--- src/rtl/load_store_unit.sv ---
// -----------------------------------------------------------------------------
// load_store_unit
//
// Bus initiator between the CPU datapath and a word-wide memory port with a
// synchronous read. Accepts byte/halfword/word loads and stores over a
// valid/ready handshake, drives a word-aligned memory address, waits out the
// read latency, performs read-modify-write for sub-word stores and lane
// extraction with sign/zero extension for loads.
//
// Parameters:
//   RD_LATENCY  cycles from mem_addr stable to mem_rd valid (>= 1)
//
// Optional build macro:
//   MISALIGN_TRAP_EN  when defined, misaligned halfword/word accesses are
//                     rejected with resp_err like an illegal width code.
//
// Ports:
//   clk         clock, rising edge
//   rst         synchronous active-high reset
//   req_valid   request present
//   req_ready   unit idle; accept when req_valid && req_ready
//   req_we      1 = store, 0 = load
//   req_funct3  RV32I width code (000 b, 001 h, 010 w, 100 bu, 101 hu)
//   req_addr    byte address
//   req_wd      store data, right-aligned
//   resp_valid  one-cycle completion pulse
//   resp_rd     extended load data (0 for stores)
//   resp_err    error flag, qualified by resp_valid
//   mem_we      memory write enable
//   mem_addr    word-aligned memory address
//   mem_wd      memory write data
//   mem_rd      memory read data
// -----------------------------------------------------------------------------
module load_store_unit #(
  parameter int RD_LATENCY = 1
) (
  input  logic        clk,
  input  logic        rst,
  input  logic        req_valid,
  output logic        req_ready,
  input  logic        req_we,
  input  logic [2:0]  req_funct3,
  input  logic [31:0] req_addr,
  input  logic [31:0] req_wd,
  output logic        resp_valid,
  output logic [31:0] resp_rd,
  output logic        resp_err,
  output logic        mem_we,
  output logic [31:0] mem_addr,
  output logic [31:0] mem_wd,
  input  logic [31:0] mem_rd
);

  localparam int CW = (RD_LATENCY > 1) ? $clog2(RD_LATENCY) : 1;

  typedef enum logic [1:0] {
    S_IDLE    = 2'd0,
    S_RD_WAIT = 2'd1,
    S_WRITE   = 2'd2,
    S_RESP    = 2'd3
  } state_t;

  state_t        state_q, state_d;
  logic [CW-1:0] cnt_q, cnt_d;
  logic          we_q, we_d;
  logic [2:0]    funct3_q, funct3_d;
  logic [1:0]    lane_q, lane_d;
  logic [15:0]   wd_q, wd_d;
  logic [31:0]   mem_addr_q, mem_addr_d;
  logic [31:0]   mem_wd_q, mem_wd_d;
  logic [31:0]   resp_rd_q, resp_rd_d;
  logic          resp_err_q, resp_err_d;

  // ---------------------------------------------------------------------------
  // Request decode (IDLE only)
  // ---------------------------------------------------------------------------
  logic legal;
  logic misalign;
  logic reject;

  always_comb begin
    legal = 1'b0;
    if (req_we) begin
      legal = (req_funct3 == 3'b000) || (req_funct3 == 3'b001) ||
              (req_funct3 == 3'b010);
    end else begin
      legal = (req_funct3 == 3'b000) || (req_funct3 == 3'b001) ||
              (req_funct3 == 3'b010) || (req_funct3 == 3'b100) ||
              (req_funct3 == 3'b101);
    end
  end

`ifdef MISALIGN_TRAP_EN
  // funct3[1:0] is the size for every legal code (00 b, 01 h, 10 w).
  assign misalign = ((req_funct3[1:0] == 2'b01) && req_addr[0]) ||
                    ((req_funct3[1:0] == 2'b10) && (req_addr[1:0] != 2'b00));
`else
  assign misalign = 1'b0;
`endif

  assign reject = !legal || misalign;

  // The read data captured in the final RD_WAIT cycle.
  logic rd_done;
  assign rd_done = (cnt_q == CW'(RD_LATENCY - 1));

  // ---------------------------------------------------------------------------
  // Load extraction from the live read word
  // ---------------------------------------------------------------------------
  logic [7:0]  byte_sel;
  logic [15:0] half_sel;
  logic [31:0] load_data;

  always_comb begin
    byte_sel = mem_rd[7:0];
    case (lane_q)
      2'd0: byte_sel = mem_rd[7:0];
      2'd1: byte_sel = mem_rd[15:8];
      2'd2: byte_sel = mem_rd[23:16];
      2'd3: byte_sel = mem_rd[31:24];
      default: byte_sel = mem_rd[7:0];
    endcase
    half_sel = lane_q[1] ? mem_rd[31:16] : mem_rd[15:0];

    load_data = mem_rd;
    case (funct3_q)
      3'b000: load_data = {{24{byte_sel[7]}}, byte_sel};
      3'b100: load_data = {24'h0, byte_sel};
      3'b001: load_data = {{16{half_sel[15]}}, half_sel};
      3'b101: load_data = {16'h0, half_sel};
      default: load_data = mem_rd;
    endcase
  end

  // ---------------------------------------------------------------------------
  // Store merge: per-byte select between captured store data and read word
  // ---------------------------------------------------------------------------
  logic [3:0]  be;
  logic [31:0] merged;

  always_comb begin
    be = 4'b1111;
    case (funct3_q[1:0])
      2'b00:   be = 4'b0001 << lane_q;
      2'b01:   be = lane_q[1] ? 4'b1100 : 4'b0011;
      default: be = 4'b1111;
    endcase
  end

  generate
    for (genvar gi = 0; gi < 4; gi++) begin : g_merge
      if ((gi % 2) == 1) begin : g_odd
        // Odd lanes take the upper half of a halfword store.
        assign merged[gi*8 +: 8] = be[gi] ? (funct3_q[0] ? wd_q[15:8] : wd_q[7:0])
                                          : mem_rd[gi*8 +: 8];
      end else begin : g_even
        assign merged[gi*8 +: 8] = be[gi] ? wd_q[7:0] : mem_rd[gi*8 +: 8];
      end
    end
  endgenerate

  // ---------------------------------------------------------------------------
  // Next-state logic
  // ---------------------------------------------------------------------------
  always_comb begin
    state_d    = state_q;
    cnt_d      = cnt_q;
    we_d       = we_q;
    funct3_d   = funct3_q;
    lane_d     = lane_q;
    wd_d       = wd_q;
    mem_addr_d = mem_addr_q;
    mem_wd_d   = mem_wd_q;
    resp_rd_d  = resp_rd_q;
    resp_err_d = resp_err_q;

    case (state_q)
      S_IDLE: begin
        if (req_valid) begin
          we_d       = req_we;
          funct3_d   = req_funct3;
          lane_d     = req_addr[1:0];
          wd_d       = req_wd[15:0];
          cnt_d      = '0;
          resp_rd_d  = 32'h0;
          resp_err_d = 1'b0;
          if (reject) begin
            // No memory access at all; report the error next cycle.
            resp_err_d = 1'b1;
            state_d    = S_RESP;
          end else if (req_we && (req_funct3 == 3'b010)) begin
            mem_addr_d = {req_addr[31:2], 2'b00};
            mem_wd_d   = req_wd;
            state_d    = S_WRITE;
          end else begin
            mem_addr_d = {req_addr[31:2], 2'b00};
            state_d    = S_RD_WAIT;
          end
        end
      end

      S_RD_WAIT: begin
        if (rd_done) begin
          if (we_q) begin
            mem_wd_d = merged;
            state_d  = S_WRITE;
          end else begin
            resp_rd_d = load_data;
            state_d   = S_RESP;
          end
        end else begin
          cnt_d = cnt_q + 1'b1;
        end
      end

      S_WRITE: begin
        state_d = S_RESP;
      end

      S_RESP: begin
        resp_rd_d  = 32'h0;
        resp_err_d = 1'b0;
        state_d    = S_IDLE;
      end

      default: state_d = S_IDLE;
    endcase
  end

  always_ff @(posedge clk) begin
    if (rst) begin
      state_q    <= S_IDLE;
      cnt_q      <= '0;
      we_q       <= 1'b0;
      funct3_q   <= 3'b000;
      lane_q     <= 2'b00;
      wd_q       <= 16'h0;
      mem_addr_q <= 32'h0;
      mem_wd_q   <= 32'h0;
      resp_rd_q  <= 32'h0;
      resp_err_q <= 1'b0;
    end else begin
      state_q    <= state_d;
      cnt_q      <= cnt_d;
      we_q       <= we_d;
      funct3_q   <= funct3_d;
      lane_q     <= lane_d;
      wd_q       <= wd_d;
      mem_addr_q <= mem_addr_d;
      mem_wd_q   <= mem_wd_d;
      resp_rd_q  <= resp_rd_d;
      resp_err_q <= resp_err_d;
    end
  end

  // ---------------------------------------------------------------------------
  // Outputs: registers or state decodes only
  // ---------------------------------------------------------------------------
  assign req_ready  = (state_q == S_IDLE);
  assign resp_valid = (state_q == S_RESP);
  assign mem_we     = (state_q == S_WRITE);
  assign mem_addr   = mem_addr_q;
  assign mem_wd     = mem_wd_q;
  assign resp_rd    = resp_rd_q;
  assign resp_err   = resp_err_q;

endmodule

--- config.mk ---
export PLATFORM = sky130hd
export DESIGN_NAME = load_store_unit
export DESIGN_NICKNAME = d
export VERILOG_FILES = /design/src/rtl/load_store_unit.sv
export SDC_FILE = /design/constraint.sdc
export NUM_CORES = 1
export LEC_CHECK = 0
export ABC_CLOCK_PERIOD_IN_PS = 2340
export BUFFER_PORTS_ARGS = -buffer_cell sky130_fd_sc_hd__buf_2
export CAP_MARGIN = 20
export CORE_MARGIN = 1.5
export CORE_UTILIZATION = 50
export DETAILED_ROUTE_END_ITERATION = 8
export PLACE_DENSITY = 0.89
export SLEW_MARGIN = 20
export SYNTH_ARGS = -nofsm -noshare
export SYNTH_HDL_FRONTEND = slang
export SYNTH_SLANG_ARGS = --single-unit
--- constraint.sdc ---
create_clock -name clk -period 2.34 [get_ports clk]
set_input_delay 0.351 -clock clk [delete_from_list [all_inputs] [get_ports clk]]
set_output_delay 0.351 -clock clk [all_outputs]
set_load 0.01 [all_outputs]
==> results of run 1 <==
-- synth_stat cells (8+ instances only) --
library cell,count
nand2b_1,27
nand2_1,130
a21oi_1,62
dfxtp_1,119
o21ai_0,21
a32oi_1,8
a221o_1,16
buf_2,16
a32o_1,9
clkbuf_1,31
a221oi_1,16
mux2i_1,33
a22oi_1,10
a211oi_1,17
nor2_1,27
nor3_1,19
o21ai_1,12
-- layout make-up --
type / count / share of cell area
Clock inverter: 13 / 0.02065
Sequential cell: 119 / 0.3332
Inverter: 7 / 0.003675
Timing Repair Buffer: 221 / 0.1638
Clock buffer: 19 / 0.05898
Multi-Input combinational cell: 458 / 0.3952
Tap cell: 140 / 0.02450
-- worst max-delay path, delay by kind of cell, from the launching register on --
family                     cells  cell delay [ns]
and+or+nand+nor                3             1.10
DFF                            1             0.39
adders and majority gates      1             0.26
AOI/OAI and AO/OA              1             0.22
buffers and inverters          1             0.08
-- state kept, by name (all words and copies together) (netlist names) --
signal and count:
resp_err 1, wd_q 16, mem_addr 30, we_q 1
resp_rd 32, lane_q 2, funct3_q 3, mem_wd 32
state_q 2
-- power by group --
group / internal (W) / switching [W]
combinational: 0.00104 / 0.00163
sequential: 0.00233 / 0.000242
clock: 0.00153 / 0.000978
-- per-stage QoR --
stage	utilization	instances	hold slack, ns	total power, W
after floorplan	-	639	0.4360	0.004344
after global routing	0.6653	977	0.05371	0.008129
after detailed placement	0.6124	945	0.4441	0.005230
after CTS	0.6653	977	0.04614	0.007744
final	0.6653	977	0.06052	0.007754
after global placement	0.6124	945	0.4385	0.005170
-- cells by family (layout without fill, tap and decap cells) --
| kind of cell | count (synthesis) | after routing | synth area share |
|---|---|---|---|
| AO/OA/AOI/OAI | 191 | 191 | 0.2423 |
| adder cells (fa/ha/maj) | 4 | 4 | 0.009127 |
| buffers and inverters | 62 | 260 | 0.05247 |
| flip-flops | 119 | 119 | 0.4344 |
| multiplexers | 36 | 36 | 0.06845 |
| other | 1 | 2 | 0.0006838 |
| AND/OR/NAND/NOR | 225 | 225 | 0.1926 |
-- how the worst min path moves through the flow --
stage | cells past startpoint | slack, ns | endpoint
after CTS | 3 | 0.05 | mem_addr[20]
final | 3 | 0.06 | mem_addr[20]
after global placement | 2 | 0.44 | mem_addr[23]
after global routing | 3 | 0.05 | mem_addr[20]
after detailed placement | 2 | 0.44 | mem_addr[4]
after floorplan | 2 | 0.44 | wd_q[10]
-- per-layer routing --
| layer | track usage | wire length [um] | up-vias |
|---|---|---|---|
| met3 | 0.07082 | 1483 | 46 |
| met1 | 0.3624 | 6960 | 2601 |
| met4 | 0.1344 | 535 | 0 |
| li1 | - | - | 2659 |
| met2 | 0.4545 | 7658 | 306 |
| met5 | 0 | 0 | - |
==> impl_metrics.ini, run 1 <==
[finish]
final_layout_size_suffix_gt1_frac = 0.3238
num_antenna_cells = 0
seq_area_mm2 = 0.002382
final_common_cell = buf_2
syn_to_final_growth_pct = 30.37
finalNetCount = 931
multi_input_area_mm2 = 0.002825
final_cell_mix = buf_2, nand2_1, dfxtp_1
nFillCells = 882
final_cell_area_mm2 = 0.007149

[logic_synthesis]
synth_edf_count = 0
async_flop_share = 0
synthCells = 638
synth_cell_type_count = 53
syn_area_mm2 = 0.005484
synth_area_leader_cell = dfxtp_1
synth_top_cell_area_share = 0.4344
syn_avg_cell_area_um2 = 8.596
ys_seq_area_frac = 0.4344
ys_top_cells_by_area = dfxtp_1, nand2_1, mux2i_1, a21oi_1, nand2b_1
synth_top_flop_cell = dfxtp_1
yosysWarnings = 0
ys_ff_latch = 119

[die]
die_x_um = 107.7
io-pin-count = 203
core_area_mm2 = 0.01075
start_util = 0.5104
die_height_um = 107.7
dieArea_mm2 = 0.01161
row_count = 38

[sta]
worst_pin_slew_ns = 1.040
finalClockSkew_ns = 0.009302
grt_setup_unrepaired = false
finalCritPeriodShare = 0.9010
max_freq_mhz = 474.3
setup_slack_ns = 0.2316
tns_ns = 0
setup_viol = 0
drv_slew = 0
finalCriticalPeriod_ns = 2.108
hold_viol_final = 0
max_slew_margin = 0.3067

[placement]
dp_hpwl_um = 12040
pre_cts_slack_ns = 0.2458
io_buffers = 200
gp_congestion = 0.8950
place_area_mm2 = 0.006580

[critical_path]
crit_path_max_incr_delay_ns = 0.75
slowest_stage = nor4b_4
cp_data_required_time_ns = 2.80
path_cells = inv_1 > ha_1 > nand2b_4 > and3_4 > nor4b_4 > a221o_1
arrival_ns = 2.57
rr_worst_depth = 6
crit_type = flop to flop
regToRegSetupSlack_ns = 0.23
startpoint_type = flop
path_max_fanout = 16
startpoint = state_q[0]
crit_end = resp_rd[22]
reg2reg_from = state_q[0]
cp-end-kind = flop
worstReg2RegEnd = resp_rd[22]

[global_route]
grt_overflow = 0
grt_max_degree = 46
grt_pass1_vias = 5198
grt_pass1_wl_um = 25590
track_usage = 0.2856
antenna_found_initial = 0

[clock_tree]
cts_buffers = 17
cts_tree = yes
clk_path_buf_depth = 2
cts_sinks = 119
cts_resized = 0
clk_latency_ns = 0.52
root_buffer = clkbuf_8
cts_setup_buffers = 0
ctsHtreeMaxLevel = 4
path_clk_slew_ns = 0.06
ctsHoldBuffers = 0

[min_path]
worstHoldStart = req_addr[20]
min_path_type = input pin to flop

[drt]
totalWireLength_um = 16640
via_per_inst = 5.744
drt_first_pass_iters = 5
wl_per_cell_um = 17.03
drc = 0
initialDrtViolationCount = 522
dr_total_vias = 5612
ant_nets = 0

[pwr]
p_leak_nw = 3.084
ir_drop_mv = 0.6748
power.density_mw_per_mm2 = 1085

[job]
maxCapViolCount = 0

[run_status]
outcome = finished, final reports clean
No activity file was read; power rests on OpenSTA's default activity.
==> inputs of run 2 (changes only) <==
--- a/config.mk
+++ b/config.mk
@@ -5,10 +5,10 @@
 export SDC_FILE = /design/constraint.sdc
 export NUM_CORES = 1
 export LEC_CHECK = 0
-export ABC_CLOCK_PERIOD_IN_PS = 2340
+export ABC_CLOCK_PERIOD_IN_PS = 2420
 export BUFFER_PORTS_ARGS = -buffer_cell sky130_fd_sc_hd__buf_2
 export CAP_MARGIN = 20
-export CORE_MARGIN = 1.5
+export CORE_MARGIN = 5
 export CORE_UTILIZATION = 50
 export DETAILED_ROUTE_END_ITERATION = 8
 export PLACE_DENSITY = 0.89
@@ -16,3 +16,4 @@
 export SYNTH_ARGS = -nofsm -noshare
 export SYNTH_HDL_FRONTEND = slang
 export SYNTH_SLANG_ARGS = --single-unit
+export TNS_END_PERCENT = 5
==> constraint.sdc (replaced) <==
create_clock -name clk -period 2.42 [get_ports clk]
set_input_delay 0.363 -clock clk [delete_from_list [all_inputs] [get_ports clk]]
set_output_delay 0.363 -clock clk [all_outputs]
set_load 0.01 [all_outputs]
==> impl_metrics.ini, run 2 (same netlist as run 1, synthesis figures left out) <==
[run_status]
outcome = finished, final reports clean

[critical_path]
arrival_ns = 2.62
path_cells = inv_1 > ha_1 > buf_4 > nand3b_1 > o311a_1 > a22oi_1 > o21ai_1
cp_data_required_time_ns = 2.86
path_max_fanout = 26
startpoint_type = flop
crit_type = flop to flop
slowest_stage = o311a_1
cp-end-kind = flop
crit_path_max_incr_delay_ns = 0.62

[die]
core_area_mm2 = 0.01079
dieArea_mm2 = 0.01316
row_count = 38
die_x_um = 114.7
io-pin-count = 203
start_util = 0.5081
die_height_um = 114.7

[pwr]
ir_drop_mv = 0.6760
combPwrFrac = 0.339
finalPower_w = 0.007747
p_sw_frac = 0.3620
seqPwrFrac = 0.319
internal_power_w = 0.004943
p_switching_w = 0.002805
p_leak_nw = 3.101
p_clk_frac = 0.342
power.density_mw_per_mm2 = 1079

[sta]
setup_viol = 0
tns_ns = 0
finalCriticalPeriod_ns = 2.174
finalClockSkew_ns = 0.009523
max_freq_mhz = 460.0
grt_setup_unrepaired = false
drv_slew = 0
finalCritPeriodShare = 0.8983
setup_slack_ns = 0.2460
worst_pin_slew_ns = 0.8453
max_slew_margin = 0.4341
hold_viol_final = 0

[clock_tree]
cts_setup_buffers = 0
cts_tree = yes
cts_buffers = 17
clk_path_buf_depth = 2
cts_resized = 0
cts_sinks = 119
root_buffer = clkbuf_8
ctsHoldBuffers = 0
ctsHtreeMaxLevel = 4
path_clk_slew_ns = 0.07
clk_latency_ns = 0.51

[drt]
initialDrtViolationCount = 565
drt_first_pass_iters = 6
via_per_inst = 5.869
drc = 0
wl_per_cell_um = 18.43
dr_total_vias = 5711
totalWireLength_um = 17930
ant_nets = 0

[global_route]
grt_pass1_vias = 5499
antenna_found_initial = 0
grt_max_degree = 69
track_usage = 0.2682
grt_pass1_wl_um = 27840
grt_overflow = 0

[finish]
nFillCells = 809
final_common_cell = buf_2
final_cell_mix = buf_2, nand2_1, dfxtp_1
finalNetCount = 927
final_layout_size_suffix_gt1_frac = 0.3217
utilization = 0.6652
num_antenna_cells = 0
syn_to_final_growth_pct = 30.91

[job]
maxCapViolCount = 0

[placement]
dp_hpwl_um = 12870
gp_congestion = 0.8732
pre_cts_slack_ns = 0.3174
io_buffers = 200

[min_path]
min_path_type = input pin to flop
-- run 2: worst paths after layout --
| check | start | end | slack (ns) | depth (start not counted) |
|---|---|---|---|---|
| worst max-delay path | state_q[0] | mem_wd[21] | 0.25 | 7 |
| worst min-delay path | req_addr[2] | mem_addr[2] | 0.07 | 3 |
| worst max register to register | state_q[0] | mem_wd[21] | 0.25 | 7 |
| worst min register to register | mem_addr[22] | mem_addr[22] | 0.45 | 2 |
-- run 2: final cells by class --
type,instances,area [um^2],area share
clock buffer,18,417.9,0.05821
tap,140,175.2,0.02440
multi-input combinational,458,2825,0.3935
clock inverter,14,198.9,0.02771
timing repair buffer,217,1154,0.1607
inverter,7,26.28,0.003660
sequential,119,2382,0.3318
-- run 2: per-layer routing --
| metal | vias up | GRT usage | wire [um] |
|---|---|---|---|
| li1 | 2653 | - | - |
| met4 | 0 | 0.1221 | 564 |
| met1 | 2667 | 0.3378 | 6966 |
| met3 | 55 | 0.07895 | 2070 |
| met2 | 336 | 0.4261 | 8330 |
| met5 | - | 0 | 0 |
-- run 2: worst max-delay path: cells and delay by family, from the launching register on --
kind,cells,cell delay (ns)
compound gates,3,0.93
flops,1,0.34
buf+inv,2,0.39
simple gates,1,0.23
fa+ha+maj,1,0.21
-- run 2: stage by stage --
stage | cell area [um^2] | hold slack [ns] | cells
2_1_floorplan | 5488 | 0.4360 | 639
3_3_place_gp | 6563 | 0.4381 | 941
3_5_place_dp | 6563 | 0.4430 | 941
4_1_cts | 7179 | 0.06748 | 973
5_1_grt | 7179 | 0.07209 | 973
6_report | 7179 | 0.07464 | 973
-- run 2: power by group through the flow --
stage	combinational, W	clock, W	sequential [W]
6_report	0.00263	0.00265	0.00247
5_1_grt	0.00287	0.00277	0.00250
4_1_cts	0.00260	0.00265	0.00247
3_5_place_dp	0.00258	0	0.00250
3_3_place_gp	0.00252	0	0.00249
2_1_floorplan	0.00166	0	0.00254
==> inputs of run 3 (changes only) <==
--- a/config.mk
+++ b/config.mk
@@ -5,13 +5,13 @@
 export SDC_FILE = /design/constraint.sdc
 export NUM_CORES = 1
 export LEC_CHECK = 0
-export ABC_CLOCK_PERIOD_IN_PS = 2420
+export ABC_CLOCK_PERIOD_IN_PS = 2600
 export BUFFER_PORTS_ARGS = -buffer_cell sky130_fd_sc_hd__buf_2
 export CAP_MARGIN = 20
 export CORE_MARGIN = 5
-export CORE_UTILIZATION = 50
+export CORE_UTILIZATION = 53
 export DETAILED_ROUTE_END_ITERATION = 8
-export PLACE_DENSITY = 0.89
+export PLACE_DENSITY = 0.93
 export SLEW_MARGIN = 20
 export SYNTH_ARGS = -nofsm -noshare
 export SYNTH_HDL_FRONTEND = slang
==> constraint.sdc (replaced) <==
create_clock -name clk -period 2.6 [get_ports clk]
set_input_delay 0.39 -clock clk [delete_from_list [all_inputs] [get_ports clk]]
set_output_delay 0.39 -clock clk [all_outputs]
set_load 0.01 [all_outputs]
==> impl_metrics.ini, run 3 (same netlist as run 1, synthesis figures left out) <==
[critical_path]
reg2reg_from = state_q[0]
startpoint_type = flop
cp-end-kind = flop
crit_type = flop to flop
regToRegSetupSlack_ns = 0.30
startpoint = state_q[0]
path_max_fanout = 15
arrival_ns = 2.76
cp_data_required_time_ns = 3.06

[die]
row_count = 37
die_x_um = 111.7
dieArea_mm2 = 0.01248
start_util = 0.5360
die_height_um = 111.7
io-pin-count = 203
core_area_mm2 = 0.01023

[clock_tree]
clk_path_buf_depth = 2
cts_buffers = 17
cts_setup_buffers = 0
root_buffer = clkbuf_8
ctsHoldBuffers = 0
cts_resized = 0
cts_sinks = 119
path_clk_slew_ns = 0.06
clk_latency_ns = 0.52
cts_tree = yes
ctsHtreeMaxLevel = 4

[run_status]
outcome = finished, final reports clean

[drt]
initialDrtViolationCount = 656
dr_total_vias = 5730
ant_nets = 0
via_per_inst = 5.932
drc = 0
totalWireLength_um = 18000
drt_first_pass_iters = 6
wl_per_cell_um = 18.63

[pwr]
p_clk_frac = 0.343
seqPwrFrac = 0.323
p_switching_w = 0.002588
combPwrFrac = 0.335
internal_power_w = 0.004549
ir_drop_mv = 0.5639
p_leak_nw = 3.074
power.density_mw_per_mm2 = 1001
p_sw_frac = 0.3626

[sta]
finalClockSkew_ns = 0.007160
max_slew_margin = 0.3870
setup_slack_ns = 0.2987
grt_setup_unrepaired = false
max_freq_mhz = 434.5
worst_pin_slew_ns = 0.9195
finalCritPeriodShare = 0.8851
drv_slew = 0
tns_ns = 0
setup_viol = 0
finalCriticalPeriod_ns = 2.301
hold_viol_final = 0

[finish]
final_common_cell = buf_2
final_cell_mix = buf_2, nand2_1, dfxtp_1
finalNetCount = 925
num_antenna_cells = 0
syn_to_final_growth_pct = 30.05
final_layout_size_suffix_gt1_frac = 0.3205

[min_path]
min_path_type = input pin to flop
worstHoldStart = req_addr[25]

[placement]
io_buffers = 200
dp_hpwl_um = 12560
pre_cts_slack_ns = 0.3505
gp_congestion = 0.9242

[job]
maxCapViolCount = 0

[global_route]
grt_overflow = 0
grt_max_degree = 34
antenna_found_initial = 0
track_usage = 0.2836
grt_pass1_wl_um = 28860
grt_pass1_vias = 5601
==> run 3: cell count changes in the layout (fill, tap and decap cells not counted) <==
cell        delta
clkinvlp_4     +2
clkinv_2       -1
clkbuf_1       -1
clkinv_4       -1
buf_12         -2
==> run 3: area by class of cell <==
class	count	area, um^2
Sequential cell	119	2382
Multi-Input combinational cell	458	2825
Inverter	7	26.28
Clock buffer	17	414.1
Tap cell	136	170.2
Fill cell	783	3099
Timing Repair Buffer	215	1114
Clock inverter	14	200.2
==> run 3: critical path, stage by stage, from the launching register on <==
cell     delay (ns)
dfxtp_1        0.34
inv_1          0.09
ha_1           0.40
nand2_2        0.30
nor4_2         0.75
a22oi_1        0.24
o21ai_1        0.13
==> run 3: final timing paths <==
path	endpoint	cells past startpoint
worst max register to register	mem_wd[22]	6
worst min-delay path	mem_addr[25]	3
worst max-delay path	mem_wd[22]	6
worst min register to register	mem_addr[22]	2
==> run 3: power by group through the flow <==
stage               Sequential [W]  Clock (W)  Combinational, W
floorplan                  0.00236          0           0.00155
global placement           0.00232          0           0.00227
detailed placement         0.00233          0           0.00231
CTS                        0.00229    0.00246           0.00237
global route               0.00233    0.00256           0.00261
finish                     0.00230    0.00245           0.00239
==> run 3: routing by layer <==
layer  vias to the layer above  track usage  share of wire
met4                         0       0.1095          0.032
li1                       2655            -              -
met5                         -            0              0
met1                      2638       0.3445           0.37
met2                       373       0.4648           0.48
met3                        64      0.09511           0.12
==> run 3: through the flow <==
step / utilization / cells / hold WS, ns / instance area, um^2 / total power [W]
global route: 0.6971 / 966 / 0.09595 / 7132 / 0.007498
detailed placement: 0.6370 / 935 / 0.4426 / 6518 / 0.004640
global placement: 0.6370 / 935 / 0.4381 / 6518 / 0.004586
CTS: 0.6971 / 966 / 0.09144 / 7132 / 0.007120
floorplan: - / 639 / 0.4360 / 5488 / 0.003910
finish: 0.6971 / 966 / 0.09869 / 7132 / 0.007137
